`config.mk`:
```
export PLATFORM = sky130hd
export DESIGN_NAME = mem_wb_stage
export DESIGN_NICKNAME = d
export VERILOG_FILES = /design/src/rtl/mem_wb_stage.sv
export SDC_FILE = /design/constraint.sdc
export NUM_CORES = 1
export LEC_CHECK = 0
export ABC_AREA = 1
export BUFFER_PORTS_ARGS = -buffer_cell sky130_fd_sc_hd__buf_2
export CELL_PAD_IN_SITES_DETAIL_PLACEMENT = 1
export CELL_PAD_IN_SITES_GLOBAL_PLACEMENT = 1
export CORE_UTILIZATION = 35
export DETAILED_ROUTE_END_ITERATION = 8
export PLACE_DENSITY = 0.72
export SLEW_MARGIN = 20
export SYNTH_ARGS = -nofsm -noshare
export SYNTH_HDL_FRONTEND = slang
export SYNTH_SLANG_ARGS = --single-unit
```
`constraint.sdc`:
```
create_clock -name clk -period 2.99 [get_ports clk]
set_input_delay 0.4485 -clock clk [delete_from_list [all_inputs] [get_ports clk]]
set_output_delay 0.4485 -clock clk [all_outputs]
set_load 0.01 [all_outputs]
```
`src/rtl/mem_wb_stage.sv`:
```
// Memory-to-writeback pipeline register with valid/ready handshake, optional
// 2-entry skid buffer, synchronous flush, bubble-gated control and drop counter.
module mem_wb_stage #(
  parameter int DATA_W = 36,
  parameter int CTRL_W = 5,
  parameter bit SKID   = 1'b1,
  parameter int CNT_W  = 16
) (
  input  logic              clk,
  input  logic              rst,
  input  logic              in_valid,
  output logic              in_ready,
  input  logic [DATA_W-1:0] in_data,
  input  logic [CTRL_W-1:0] in_ctrl,
  input  logic              flush,
  output logic              out_valid,
  input  logic              out_ready,
  output logic [DATA_W-1:0] out_data,
  output logic [CTRL_W-1:0] out_ctrl,
  output logic [1:0]        occupancy,
  output logic [CNT_W-1:0]  flush_drops
);

  typedef enum logic [1:0] {
    S_EMPTY = 2'd0,
    S_ONE   = 2'd1,
    S_TWO   = 2'd2
  } state_e;

  state_e            state_q, state_d;
  logic [DATA_W-1:0] main_data_q, main_data_d;
  logic [CTRL_W-1:0] main_ctrl_q, main_ctrl_d;
  logic [DATA_W-1:0] skid_data_q;
  logic [CTRL_W-1:0] skid_ctrl_q;
  logic [CNT_W-1:0]  drops_q, drops_d;
  logic              in_fire, out_fire;
  logic              load_main, load_main_skid, load_skid;
  logic [1:0]        drop_n;

  function automatic logic [CNT_W-1:0] sat_add(input logic [CNT_W-1:0] a,
                                               input logic [1:0]       b);
    logic [CNT_W:0] sum;
    sum = {1'b0, a} + (CNT_W+1)'(b);
    return sum[CNT_W] ? {CNT_W{1'b1}} : sum[CNT_W-1:0];
  endfunction

  // State encoding doubles as the entry count; the head is valid in ONE and TWO.
  assign occupancy = state_q;
  assign out_valid = (state_q != S_EMPTY);
  assign out_data  = main_data_q;
  assign out_ctrl  = main_ctrl_q & {CTRL_W{out_valid}};

  // With the skid entry, ready depends only on registered state.
  assign in_ready = !rst && (SKID ? (state_q != S_TWO) : (!out_valid || out_ready));
  assign in_fire  = in_valid && in_ready;
  assign out_fire = out_valid && out_ready;

  always_comb begin
    state_d        = state_q;
    load_main      = 1'b0;
    load_main_skid = 1'b0;
    load_skid      = 1'b0;
    if (flush) begin
      state_d = S_EMPTY;
    end else begin
      case (state_q)
        S_EMPTY: begin
          if (in_fire) begin
            state_d   = S_ONE;
            load_main = 1'b1;
          end
        end
        S_ONE: begin
          if (in_fire && out_fire) begin
            load_main = 1'b1;
          end else if (in_fire && SKID) begin
            state_d   = S_TWO;
            load_skid = 1'b1;
          end else if (out_fire) begin
            state_d = S_EMPTY;
          end
        end
        S_TWO: begin
          if (out_fire) begin
            state_d        = S_ONE;
            load_main      = 1'b1;
            load_main_skid = 1'b1;
          end
        end
        default: state_d = S_EMPTY;
      endcase
    end
  end

  always_comb begin
    main_data_d = load_main_skid ? skid_data_q : in_data;
    main_ctrl_d = load_main_skid ? skid_ctrl_q : in_ctrl;
  end

  // A beat consumed in the flush cycle is not a drop; an accepted beat is.
  always_comb begin
    drop_n  = occupancy - {1'b0, out_fire} + {1'b0, in_fire};
    drops_d = flush ? sat_add(drops_q, drop_n) : drops_q;
  end

  always_ff @(posedge clk) begin
    if (rst) begin
      state_q     <= S_EMPTY;
      drops_q     <= '0;
      main_data_q <= '0;
      main_ctrl_q <= '0;
    end else begin
      state_q <= state_d;
      drops_q <= drops_d;
      if (load_main) begin
        main_data_q <= main_data_d;
        main_ctrl_q <= main_ctrl_d;
      end
    end
  end

  always_ff @(posedge clk) begin
    if (load_skid) begin
      skid_data_q <= in_data;
      skid_ctrl_q <= in_ctrl;
    end
  end

  assign flush_drops = drops_q;

endmodule

```
# ---- Word level (Yosys, flattened, before mapping)
# Index checks and enable logic that the tools add are counted.
dict set report word_totals {
  word_cells 45
  output_inout_bits 61
  ff_bits 100
  in_bits 46
}
dict set report op_classes {
  add_sub_neg 3
  reduce_logical 9
  bitwise 1
  n_eq_ne 7
  mux 19
}
# cell count
set op_table {}
lappend op_table {{36-bit 2-to-1 mux} 1}
lappend op_table {{16-bit by 2-bit adder with 17-bit output} 1}
lappend op_table {{16-bit 2-to-1 mux} 1}
lappend op_table {{2-bit 2-to-1 mux} 5}
lappend op_table {{1-bit 2-to-1 mux} 9}
lappend op_table {{2-bit != test (second input constant)} 4}
lappend op_table {{2-bit case mux with 3 select lines} 1}
lappend op_table {{5-bit AND} 1}
lappend op_table {{5-bit 2-to-1 mux} 1}
lappend op_table {{1-bit logical AND} 4}
lappend op_table {{4-bit AND reduction} 1}
lappend op_table {{3-bit != test (second input constant)} 1}
lappend op_table {{1-bit case mux with 3 select lines} 1}
lappend op_table {{2-bit by 1-bit adder with 2-bit output} 1}
lappend op_table {{2-bit by 1-bit equality test with 1-bit output (second input constant)} 1}
lappend op_table {{2-bit equality test (second input constant)} 1}
lappend op_table {{2-bit logical NOT} 1}
lappend op_table {{2-bit nonzero test} 1}
lappend op_table {{2-bit OR reduction} 1}
lappend op_table {{2-bit by 1-bit subtractor with 2-bit output} 1}
lappend op_table {{1-bit logical NOT} 1}

# ---- Depth between registers and ports, before layout
dict set report logic_depth {
  depth_word 7
  depth_mapped 20
  mapped_depth_nobuf 20
}

# ---- Least setup slack after synthesis
# No wires, ideal clock.
dict set report synth_path {
  path_type {flip-flop to flip-flop}
  start {register state_q[1], in the netlist occupancy[1]}
  end {register skid_ctrl_q[0] (enable)}
  setup_slack_ns -0.316
  synth_period_minus_slack_ns 3.306
  t_arrival_ns 2.866
  stages_incl_launch_ff 7
  setup_time_ns 0.440
  required_time_ns 2.550
  path_buffers 0
  path_cell_list {dfxtp_1 -> nor2_1 -> inv_1 -> nand2_1 -> ha_1 -> nand2_1 -> nor2_1}
}
dict set report synth_via {
  elab_cells_between_ends 11
  cone_classes {eq/ne (2); mux (4); reduce/logical (5)}
}
# item line
set synth_rtl {}
lappend synth_rtl {{from (decl)} 30} ;# state_e state_q, state_d;
lappend synth_rtl {{from (signal assigned)} 113} ;# state_q <= state_d;
lappend synth_rtl {{2-bit nonzero test} 49} ;# assign out_valid = (state_q != S_EMPTY);
lappend synth_rtl {{via out_valid} 16} ;# output logic out_valid,
lappend synth_rtl {{1-bit logical AND} 56} ;# assign out_fire = out_valid && out_ready;
lappend synth_rtl {{1-bit logical AND} 74} ;# if (in_fire && out_fire) begin
lappend synth_rtl {{1-bit 2-to-1 mux} 74}
lappend synth_rtl {{1-bit 2-to-1 mux} 66} ;# case (state_q)
lappend synth_rtl {{1-bit 2-to-1 mux} 63} ;# if (flush) begin
lappend synth_rtl {{via load_skid} 37} ;# logic load_main, load_main_skid, load_skid;
lappend synth_rtl {{to (signal assigned)} 125} ;# skid_ctrl_q <= in_ctrl;
lappend synth_rtl {{to (decl)} 34} ;# logic [CTRL_W-1:0] skid_ctrl_q;
# The timed path passes the listed nets, and every way through them passes these cells.
# A chain may end at the register's enable or synchronous reset.

# ---- Final worst setup path
dict set report layout_path {
  start {register state_q[0], in the netlist occupancy[0]}
  end {register drops_q[7], in the netlist flush_drops[7]}
}
dict set report layout_via {
  elab_chain_len 6
  elab_cells_between_ends 9
  cone_classes {add/sub (3); eq/ne (1); mux (1); reduce/logical (4)}
}
# item line
set layout_lines {}
lappend layout_lines {{2-bit nonzero test or 2-bit != test (tied branches)} {49, 54}}
lappend layout_lines {{1-bit logical AND, on equally long branches} {56, 54}}
lappend layout_lines {{2-bit by 1-bit subtractor with 2-bit output or 1-bit logical AND (tied branches)} {102, 55}}
lappend layout_lines {{2-bit by 1-bit adder with 2-bit output (*)} 102} ;# drop_n = occupancy - {1'b0, out_fire} + {1'b0, in_fire};
lappend layout_lines {{16-bit by 2-bit adder with 17-bit output (*)} 43} ;# sum = {1'b0, a} + (CNT_W+1)'(b);
lappend layout_lines {{16-bit 2-to-1 mux (*)} 44} ;# return sum[CNT_W] ? {CNT_W{1'b1}} : sum[CNT_W-1:0];
lappend layout_lines {{to (signal assigned)} 114} ;# drops_q <= drops_d;
lappend layout_lines {{to (decl)} 35} ;# logic [CNT_W-1:0] drops_q, drops_d;
# Mark *: on every way between the ends. The rest lies on a longest branch, timed or not.

==> out/metrics.sh <==
GLOBALROUTEOVERFLOWTOTAL=0
POWER.SHARE.SWITCHING_PCT=24.0
YOSYS_WARNINGS=0
FINALWORSTPATHREQUIREDPERIOD_PS=2800
SYNTH-XOR-AREA-SHARE_PCT=0.970
MAXSLEWVIOLCOUNT=0
CORE_REGION_AREA_UM2=12600
PWR-SHARE-COMB_PCT=9.2
POST_DETAILED_ROUTE_COUNT_OF_ANTENNA_VIOLATING_NETS=0
FLOORPLAN.DIE.WIDTH_UM=116
FINAL.PERIOD_UTILIZATION_PCT=93.7
POST_SYNTHESIS_CELL_AREA_UM2=4510
TIMING.FINAL.WS_SETUP_PS=188
LARGEST_NET_DEGREE_AT_THE_START_OF_GLOBAL_ROUTING=60
INITIAL_CORE_UTIL_PCT=35.8
P_LEAK_nW=2.66
WORST-SLEW-PIN-TRANSITION_PS=567
TOPROUTINGLAYERUSED='met4'
GLOBAL_ROUTE.USAGE.TOTAL_PCT=19.3
SYNTH.AVG_CELL_AREA_UM2=8.16
FLOORPLAN.ROWS=41
YOSYS-MUX-AREA-FRACTION_PCT=0.444
SETUP_VIOLATING_ENDPOINT_COUNT_IN_THE_FINAL_REPORT=0
DIE_HEIGHT_UM=116
MOSTFREQUENTLAYOUTCELLS='sky130_fd_sc_hd__buf_2, sky130_fd_sc_hd__nand2_1, sky130_fd_sc_hd__o21ai_1'
SYNTH_FA_HA_AREA_SHARE_PCT=2.38
TIMING_WORST_SETUP_PATH_TYPE='reg2reg'
TIMING.CRITICAL_PATH.FROM_TYPE='flop'
WORSTPATHARRIVAL_PS=3070
GRT_SETUP_UNREPAIRED='false'
SYNTH_COMPOUND_AREA_SHARE_PCT=15.5
ROUTE.DETAILED.DRC=0
CELL_INTERNAL_POWER_W=0.00214
CTS_TREE='built'
FINALHOLDVIOLATIONS=0
CLOCKROOTBUFFER='sky130_fd_sc_hd__clkbuf_16'
DETAIL_ROUTE.ITER0.VIOLATIONS=143
PLACE_CONGESTION=0.867
AREA_GROWTH_PCT=23.9
CLOCK-SINKS=100
SYNTHDISTINCTLIBCELLS=27
DPL.HPWL_MM=8.43
FLOORPLAN.IO_PINS=107
HOLD_BUFFER_COUNT_AT_CTS=0
MET2_WIRELENGTH_MM=5.87
DIE-AREA_UM2=13400
PLACE.PORT_BUFFERS=106
CLOCK_INSERTION_DELAY_WORST_SKEW_PS=340
HTREEDEPTH=3
GRT_ANTENNA_BEFORE_REPAIR=0
WORST_VDD_DROP_mV=0.228
SYNTH_TOP_FAMILY_BY_AREA='simple AND/OR/NAND/NOR gates'
SYNTH.YOSYS.SEQ_AREA_SHARE_PCT=53.5
WORSTPATHMAXFANOUT=4
ANTENNADIODECOUNT=0
FINAL.HOLD.WORST_SLACK_PS=296
AVG_VIAS_PER_CELL=4.80
DETAILED_PLACE.AREA_UM2=5290
SYN_INST=553
YS_SEQ_ELEMENTS=100
TIMING.MAX_SLEW.REL_SLACK_PCT=62.2
SYNTH_NETS=607
FINAL_NET_COUNT=716
CRIT_PATH_END_KIND='flop'
MET3_LENGTH_UM=593
TIMING.SETUP.TNS_PS=0
DRTPASS1ITERATIONS=4
SETUP_SLACK_AFTER_PLACEMENT_PS=-121
GRT_PASS1_WL_MM=19.9
STATUS='finished, final reports clean'
FINAL_LAYOUT_SIZE_SUFFIX_GT1_SHARE_PCT=23.4
SYNTHSIMPLEGATEAREAFRAC_PCT=17.6
FIRST_GLOBAL_VIAS=4100
CELLPOWERDENSITY_nW_PER_UM2=504
SWITCHING_POWER_W=0.000678
FIN_UTIL_PCT=44.3
FILL_CELLS=1611
POWER.CLOCK.FRACTION_PCT=38.5
CTS_MAX_PATH_BUFFERS=2
MAXCAPVIOLATIONS=0
FINAL_CELL_AREA_EXCLUDING_FILLER_CELLS_UM2=5590
AVGROUTEDWIREPERCELL_UM=14.5
DETAIL_ROUTE.WIRELENGTH.MET1_MM=5.67
CLKTRANSATPATHREGS_PS=70
VIAS=4030
FIN_SKEW_PS=5.48
PWR-SHARE-SEQ_PCT=52.2
CTS-BUFFERS-INSERTED=9
MAX_CLOCK_FREQ_MHz=357
CP_DATA_REQUIRED_TIME_PS=3250
DRT_WL_TOTAL_MM=12.2
LAYOUT_COMMONEST_CELL='sky130_fd_sc_hd__buf_2'
WORST_HOLD_PATH_TYPE='in2reg'
critical path: stages (launching register included):
cell and delay (ps):
sky130_fd_sc_hd__dfxtp_2 330, sky130_fd_sc_hd__inv_2 80, sky130_fd_sc_hd__nand2_1 80, sky130_fd_sc_hd__nand3_1 100
sky130_fd_sc_hd__inv_1 90, sky130_fd_sc_hd__ha_1 280, sky130_fd_sc_hd__inv_1 40, sky130_fd_sc_hd__ha_1 190
sky130_fd_sc_hd__xnor2_1 160, sky130_fd_sc_hd__xor2_1 190, sky130_fd_sc_hd__inv_1 100, sky130_fd_sc_hd__ha_1 300
sky130_fd_sc_hd__nand3_1 90, sky130_fd_sc_hd__nand2_2 120, sky130_fd_sc_hd__nand2_1 80, sky130_fd_sc_hd__buf_4 160
sky130_fd_sc_hd__o21bai_1 140, sky130_fd_sc_hd__nand2_1 80, sky130_fd_sc_hd__a21oi_1 130
per-layer routing:
| layer | global-route usage, % | vias to the layer above |
|---|---|---|
| met5 | 0 | - |
| li1 | - | 2019 |
| met3 | 4.34 | 8 |
| met2 | 32.9 | 79 |
| met1 | 24.6 | 1924 |
| met4 | 5.02 | 0 |
logic make-up (layout without fill, tap and decap cells):
| kind of cell | Yosys count | after routing |
|---|---|---|
| compound gates | 138 | 138 |
| xor+xnor | 5 | 5 |
| fa+ha+maj | 8 | 8 |
| buf+inv | 110 | 224 |
| flops | 100 | 100 |
| mux | 2 | 2 |
| simple gates | 190 | 190 |
area by class of cell:
cell class | count | area [um2] | area share, %
flip-flops and latches | 100 | 2410 | 43.2
multi-input cells | 343 | 1690 | 30.2
repair buffers | 126 | 693 | 12.4
inverters | 82 | 308 | 5.50
clock buffers | 12 | 246 | 4.41
well taps | 172 | 215 | 3.85
clock inverters | 4 | 25.0 | 0.447
cells in the mapped netlist, drive strengths merged:
cell type	number	area, um2
xor2	4	35.0
xnor2	1	8.76
fa	1	20.0
nand4	9	56.3
nor3	1	5.00
or2	2	12.5
nand3b	1	7.51
nand3	19	105
mux2i	2	20.0
edfxtp	41	1230
o21bai	2	15.0
nor2	67	264
a21oi	51	255
o211ai	1	7.51
inv	82	308
dfxtp	59	1180
and2	1	6.26
clkbuf	9	33.8
nand2	90	338
ha	7	87.6
o21ai	84	420
buf	19	95.1
power by group through the flow:
stage               Sequential [W]  Combinational [W]  Clock [W]
floorplan                  0.00152           0.000133          0
global placement           0.00150           0.000252          0
detailed placement         0.00150           0.000263          0
CTS                        0.00147           0.000264    0.00112
global route               0.00148           0.000294    0.00118
finish                     0.00147           0.000261    0.00109
repair_timing:
action | CTS | global route
setup buffers | 2 | 0
setup endpoints to repair | 7 | 15
pin swaps | 1 | 0
resized for setup | 0 | 7
state kept, by name (all words and copies together) (netlist names):
register and cells:
out_data 36, skid_ctrl_q 5, skid_data_q 36, flush_drops 16, main_ctrl_q 5, occupancy 2
stage by stage:
stage               power, W  cells
floorplan            0.00165    553
global placement     0.00175    821
detailed placement   0.00177    821
CTS                  0.00286    839
global route         0.00295    839
finish               0.00282    839
path summary, 6_finish.rpt:
check / start / end / slack (ps) / cells after the start
setup / recovery: occupancy[0] / flush_drops[7] / 190 / 18
hold / removal: in_data[23] / skid_data_q[23] / 300 / 1
setup reg to reg: occupancy[0] / flush_drops[7] / 190 / 18
hold reg to reg: out_data[7] / out_data[7] / 480 / 2
Note: power is estimated with default switching activity, not from simulation.
